`src/rtl/pipe_pkg.sv`:
```
`default_nettype none
// ============================================================================
// Module      : pipe_pkg
// Description : Shared types and helpers for the elastic EXE->MEM stage.
// Revision    : 1.0 - initial release
// ============================================================================

package pipe_pkg;

    typedef enum logic [1:0] {
        ST_EMPTY = 2'd0,
        ST_ONE   = 2'd1,
        ST_TWO   = 2'd2
    } pipe_state_t;

    // wb_en, mem_r_en, mem_w_en
    localparam int c_CTRL_W = 3;

    // Packed size of exe_mem_payload_t for a given DATA_W / REG_ADDR_W.
    function automatic int payload_width(input int data_w, input int reg_addr_w);
        return c_CTRL_W + 2 * data_w + reg_addr_w;
    endfunction

    function automatic logic [1:0] state_occupancy(input pipe_state_t state);
        logic [1:0] occ;
        case (state)
            ST_ONE:  occ = 2'd1;
            ST_TWO:  occ = 2'd2;
            default: occ = 2'd0;
        endcase
        return occ;
    endfunction

endpackage

`default_nettype wire

```
`src/rtl/pipe_slot_reg.sv`:
```
`default_nettype none
// ============================================================================
// Module      : pipe_slot_reg
// Description : Load-enabled payload register with asynchronous clear.
// Revision    : 1.0 - initial release
// ============================================================================

module pipe_slot_reg #(
    parameter int WIDTH = 1
) (
    input  logic             clk,
    input  logic             rst,
    input  logic             i_load,
    input  logic [WIDTH-1:0] i_d,
    output logic [WIDTH-1:0] o_q
);

    logic [WIDTH-1:0] r_q;

    always_ff @(posedge clk or posedge rst) begin
        if (rst) begin
            r_q <= '0;
        end else if (i_load) begin
            r_q <= i_d;
        end
    end

    assign o_q = r_q;

endmodule

`default_nettype wire

```
`src/rtl/exe_mem_stage_reg_elastic.sv`:
```
`default_nettype none
// ============================================================================
// Module      : exe_mem_stage_reg_elastic
// Description : EXE->MEM pipeline register with valid/ready handshake,
//               one-entry skid buffer and synchronous flush.
// Revision    : 1.0 - initial release
// ============================================================================

module exe_mem_stage_reg_elastic
    import pipe_pkg::*;
#(
    parameter int DATA_W     = 32,
    parameter int REG_ADDR_W = 4,
    parameter int GATE_CTRL  = 1
) (
    input  logic                  clk,
    input  logic                  rst,
    input  logic                  flush,
    input  logic                  in_valid,
    output logic                  in_ready,
    input  logic                  wb_en_in,
    input  logic                  mem_r_en_in,
    input  logic                  mem_w_en_in,
    input  logic [DATA_W-1:0]     alu_result_in,
    input  logic [DATA_W-1:0]     st_val_in,
    input  logic [REG_ADDR_W-1:0] dest_in,
    output logic                  out_valid,
    input  logic                  out_ready,
    output logic                  wb_en,
    output logic                  mem_r_en,
    output logic                  mem_w_en,
    output logic [DATA_W-1:0]     alu_result,
    output logic [DATA_W-1:0]     st_val,
    output logic [REG_ADDR_W-1:0] dest,
    output logic [1:0]            occupancy
);

    typedef struct packed {
        logic                  wb_en;
        logic                  mem_r_en;
        logic                  mem_w_en;
        logic [DATA_W-1:0]     alu_result;
        logic [DATA_W-1:0]     st_val;
        logic [REG_ADDR_W-1:0] dest;
    } exe_mem_payload_t;

    localparam int c_PAYLOAD_W = payload_width(DATA_W, REG_ADDR_W);

    pipe_state_t      r_state;
    pipe_state_t      w_next_state;
    logic             r_in_ready;
    logic             r_out_valid;
    logic [1:0]       r_occupancy;

    logic             w_accept;
    logic             w_consume;
    logic             w_main_load;
    logic             w_main_from_skid;
    logic             w_skid_load;

    exe_mem_payload_t w_in_payload;
    exe_mem_payload_t w_main_d;
    exe_mem_payload_t w_main_q;
    exe_mem_payload_t w_skid_q;

    assign w_accept  = in_valid & r_in_ready;
    assign w_consume = r_out_valid & out_ready;

    assign w_in_payload.wb_en      = wb_en_in;
    assign w_in_payload.mem_r_en   = mem_r_en_in;
    assign w_in_payload.mem_w_en   = mem_w_en_in;
    assign w_in_payload.alu_result = alu_result_in;
    assign w_in_payload.st_val     = st_val_in;
    assign w_in_payload.dest       = dest_in;

    // Slot moves; flush suppresses every load so a squashed accept never lands.
    always_comb begin
        w_next_state     = r_state;
        w_main_load      = 1'b0;
        w_main_from_skid = 1'b0;
        w_skid_load      = 1'b0;
        if (flush) begin
            w_next_state = ST_EMPTY;
        end else begin
            case (r_state)
                ST_EMPTY: begin
                    if (w_accept) begin
                        w_next_state = ST_ONE;
                        w_main_load  = 1'b1;
                    end
                end
                ST_ONE: begin
                    if (w_consume && w_accept) begin
                        w_main_load = 1'b1;
                    end else if (w_consume) begin
                        w_next_state = ST_EMPTY;
                    end else if (w_accept) begin
                        w_next_state = ST_TWO;
                        w_skid_load  = 1'b1;
                    end
                end
                ST_TWO: begin
                    if (w_consume) begin
                        w_next_state     = ST_ONE;
                        w_main_load      = 1'b1;
                        w_main_from_skid = 1'b1;
                    end
                end
                default: begin
                    w_next_state = ST_EMPTY;
                end
            endcase
        end
    end

    assign w_main_d = w_main_from_skid ? w_skid_q : w_in_payload;

    // in_ready is derived from the next state so it never sees out_ready combinationally.
    always_ff @(posedge clk or posedge rst) begin
        if (rst) begin
            r_state     <= ST_EMPTY;
            r_in_ready  <= 1'b1;
            r_out_valid <= 1'b0;
            r_occupancy <= 2'd0;
        end else begin
            r_state     <= w_next_state;
            r_in_ready  <= (w_next_state != ST_TWO);
            r_out_valid <= (w_next_state != ST_EMPTY);
            r_occupancy <= state_occupancy(w_next_state);
        end
    end

    pipe_slot_reg #(
        .WIDTH (c_PAYLOAD_W)
    ) u_main_slot (
        .clk    (clk),
        .rst    (rst),
        .i_load (w_main_load),
        .i_d    (w_main_d),
        .o_q    (w_main_q)
    );

    pipe_slot_reg #(
        .WIDTH (c_PAYLOAD_W)
    ) u_skid_slot (
        .clk    (clk),
        .rst    (rst),
        .i_load (w_skid_load),
        .i_d    (w_in_payload),
        .o_q    (w_skid_q)
    );

    generate
        if (GATE_CTRL != 0) begin : g_gate_ctrl
            // A bubble must not trigger writeback or memory side effects.
            assign wb_en    = w_main_q.wb_en    & r_out_valid;
            assign mem_r_en = w_main_q.mem_r_en & r_out_valid;
            assign mem_w_en = w_main_q.mem_w_en & r_out_valid;
        end else begin : g_pass_ctrl
            assign wb_en    = w_main_q.wb_en;
            assign mem_r_en = w_main_q.mem_r_en;
            assign mem_w_en = w_main_q.mem_w_en;
        end
    endgenerate

    assign in_ready   = r_in_ready;
    assign out_valid  = r_out_valid;
    assign occupancy  = r_occupancy;
    assign alu_result = w_main_q.alu_result;
    assign st_val     = w_main_q.st_val;
    assign dest       = w_main_q.dest;

endmodule

`default_nettype wire
```
`config.mk`:
```
export PLATFORM = sky130hd
export DESIGN_NAME = exe_mem_stage_reg_elastic
export DESIGN_NICKNAME = d
export VERILOG_FILES = /design/src/rtl/pipe_pkg.sv /design/src/rtl/pipe_slot_reg.sv /design/src/rtl/exe_mem_stage_reg_elastic.sv
export SDC_FILE = /design/constraint.sdc
export NUM_CORES = 1
export LEC_CHECK = 0
export ABC_AREA = 1
export ABC_CLOCK_PERIOD_IN_PS = 6400
export CORE_MARGIN = 2
export CORE_UTILIZATION = 50
export DETAILED_ROUTE_END_ITERATION = 7
export MAX_ROUTING_LAYER = met4
export PLACE_DENSITY = 0.78
export SLEW_MARGIN = 10
export SYNTH_ARGS = -nofsm -noshare
export SYNTH_HDL_FRONTEND = slang
export SYNTH_SLANG_ARGS = --single-unit
```
`constraint.sdc`:
```
create_clock -name clk -period 6.4 [get_ports clk]
set_clock_uncertainty 0.05 [all_clocks]
set_input_delay 1.28 -clock clk [delete_from_list [all_inputs] [get_ports clk]]
set_output_delay 1.28 -clock clk [all_outputs]
set_load 0.005 [all_outputs]
```
==> impl_metrics.py <==
metrics = {
    "status": {
        "outcome": "finished clean",
    },
    "floorplan": {
        "initial_core_util": 0.5153,
        "dieArea_um2": 15390,
        "die_y_um": 124.1,
        "ioPinCount": 151,
        "core_area_um2": 13990,
        "die_w_um": 124.1,
        "rows": 43,
    },
    "pwr": {
        "peakVddDrop_uv": 183.0,
        "swShare": 0.2844,
        "seqPwrFrac": 0.451,
        "leakage_nw": 4.672,
        "power_density_nw_per_um2": 372.6,
        "power.share.combinational": 0.238,
        "internal_power_mw": 2.358,
        "clockPowerShare": 0.311,
        "p_sw_mw": 0.9374,
    },
    "routing": {
        "viasPerCell": 5.112,
        "vias": 6078,
        "avgRoutedWirePerCell_um": 15.12,
        "wl_mm": 17.97,
        "antenna_left": 0,
        "drtPass1Iterations": 5,
        "drc_errors": 0,
        "drt_iter0_drc": 740,
    },
    "flow_run": {
        "cap_violations": 0,
    },
    "clocking": {
        "clock-sinks": 148,
        "postCtsSetupBuffers": 0,
        "cts.path.max_buffers": 2,
        "clk_latency_ns": 0.41,
        "path_clk_slew_ns": 0.06,
        "h-tree-depth": 4,
        "cts_hold_buf": 0,
        "root_buffer": "clkbuf_16",
        "cts_resized": 0,
        "cts_buffers": 17,
        "cts_tree": "done",
    },
    "worst_hold_path": {
        "whs_path_depth": 2,
        "hp-class": "reg2reg",
        "holdPathEnd": "u_skid_slot.o_q[12]",
        "hp-start": "u_skid_slot.o_q[12]",
    },
    "cells_and_area": {
        "num_antenna_cells": 0,
        "layout.nets": 1072,
        "layout_commonest_cell": "nand2_1",
        "final_area_um2": 8846,
        "utilization": 0.6324,
        "syn_to_final_growth_pct": 22.72,
        "drive_above_1_share": 0.04658,
        "mostFrequentLayoutCells": "506 x nand2_1, 150 x clkdlybuf4s50_1, 147 x dfrtp_1",
    },
    "grt": {
        "grt_pass1_wl_mm": 28.84,
        "grt_start_max_net_pins": 107,
        "grt_use_total": 0.2483,
        "first_global_vias": 5743,
        "gr-total-overflow": 0,
        "antenna_found_initial": 0,
    },
    "setup_path": {
        "worstPathMaxFanout": 57,
        "cp-end-kind": "flip-flop",
        "r2r_start": "out_valid",
        "r2r_cells": 7,
        "r2r-end": "u_main_slot.o_q[27]",
        "worstSetupPathType": "in2reg",
        "ff2ff_setup_slack_ns": 3.87,
        "cp.required_ns": 6.70,
        "crit_path_start_kind": "primary input",
        "worstPathArrival_ns": 3.71,
    },
    "sta": {
        "min_period_over_period": 0.5320,
        "slew_violations": 0,
        "relSlewSlack": 0.3579,
        "hold_violations": 0,
        "tns_ns": 0,
        "setup_viol": 0,
        "fmax_mhz": 293.7,
        "period_minus_slack_ns": 3.405,
        "rsz0062_at_grt": "false",
        "worst_slew_pin_slew_ns": 0.9631,
    },
    "place": {
        "port_buffers": 150,
        "place_area_um2": 8233,
        "gp_congestion": 0.7984,
        "dp_hpwl_mm": 10.56,
    },
    "synth": {
        "yosysSeqAreaShare": 0.5140,
        "yosysWarningCount": 0,
        "syn_area_um2": 7208,
        "synth.avg_cell_area_um2": 7.636,
        "yosysUniqueCellTypes": 16,
        "syn_inst": 944,
        "synth-seq-cells": 148,
        "synthesis.nets": 1020,
    },
}
state kept, by name, indices dropped and copies added (netlist names):
signal	count
occupancy	2
u_skid_slot.o_q	71
in_ready	1
r_state	2
out_valid	1
u_main_slot.o_q	71
per-layer routing:
layer / part of all wire / GRT usage
met1: 0.44 / 0.3380
met3: 0.066 / 0.05495
met4: 0.011 / 0.05829
met5: 0 / -
met2: 0.48 / 0.3829
kinds of logic (layout without fill, tap and decap cells):
group | after synthesis | in the layout | synth area share
buffers and inverters | 136 | 201 | 0.1135
DFF | 148 | 148 | 0.5140
and+or+nand+nor | 660 | 660 | 0.3725
synthesized netlist by cell type, drive strengths merged:
master  number  area (um^2)
inv         11        41.29
clkbuf      13        48.80
dfrtp      147         3679
dfstp        1        26.28
nor2         8        42.54
nand3      144        725.7
nand2      508         1917
buf        112        728.2
metrics by stage:
step | hold slack [ns] | power, mW | setup WS, ns | cells
after global routing | 0.4385 | 3.495 | 2.807 | 1189
after floorplan | 0.3927 | 2.001 | 1.092 | 944
after CTS | 0.4228 | 3.321 | 2.991 | 1189
final | 0.4190 | 3.296 | 2.995 | 1189
after global placement | 0.4035 | 2.248 | 2.627 | 1157
after detailed placement | 0.4090 | 2.288 | 2.570 | 1157
critical path: stages:
cell	delay, ns
clkdlybuf4s50_1	0.46
nand2_1	0.11
nor2_4	0.14
nand2_4	0.34
nand2_2	0.57
buf_4	0.56
nand2_1	0.13
nand2_1	0.07
layout make-up:
class	instances	area, um^2
fillers	1236	5142
flip-flops and latches	148	3705
multi-input cells	660	2695
repair buffers	158	1562
clock buffers	23	488.0
well taps	180	225.2
clock inverters	9	125.1
inverters	11	46.29
how the worst max path moves through the flow:
stage | from | endpoint | slack, ns
after floorplan | rst | occupancy[0] | 1.09
after global placement | out_ready | u_main_slot.o_q[38] | 2.63
after detailed placement | out_ready | u_main_slot.o_q[27] | 2.57
after CTS | out_ready | u_main_slot.o_q[0] | 2.99
after global routing | out_ready | u_main_slot.o_q[60] | 2.81
final | out_ready | u_main_slot.o_q[27] | 3.00
power groups by stage:
| stage | registers [mW] | clock network [mW] | logic [mW] |
|---|---|---|---|
| finish | 1.49 | 1.02 | 0.784 |
| global route | 1.52 | 1.08 | 0.888 |
| CTS | 1.48 | 1.04 | 0.799 |
| detailed placement | 1.49 | 0 | 0.796 |
| global placement | 1.48 | 0 | 0.771 |
| floorplan | 1.43 | 0 | 0.569 |
No activity file was read; power rests on OpenSTA's default activity.
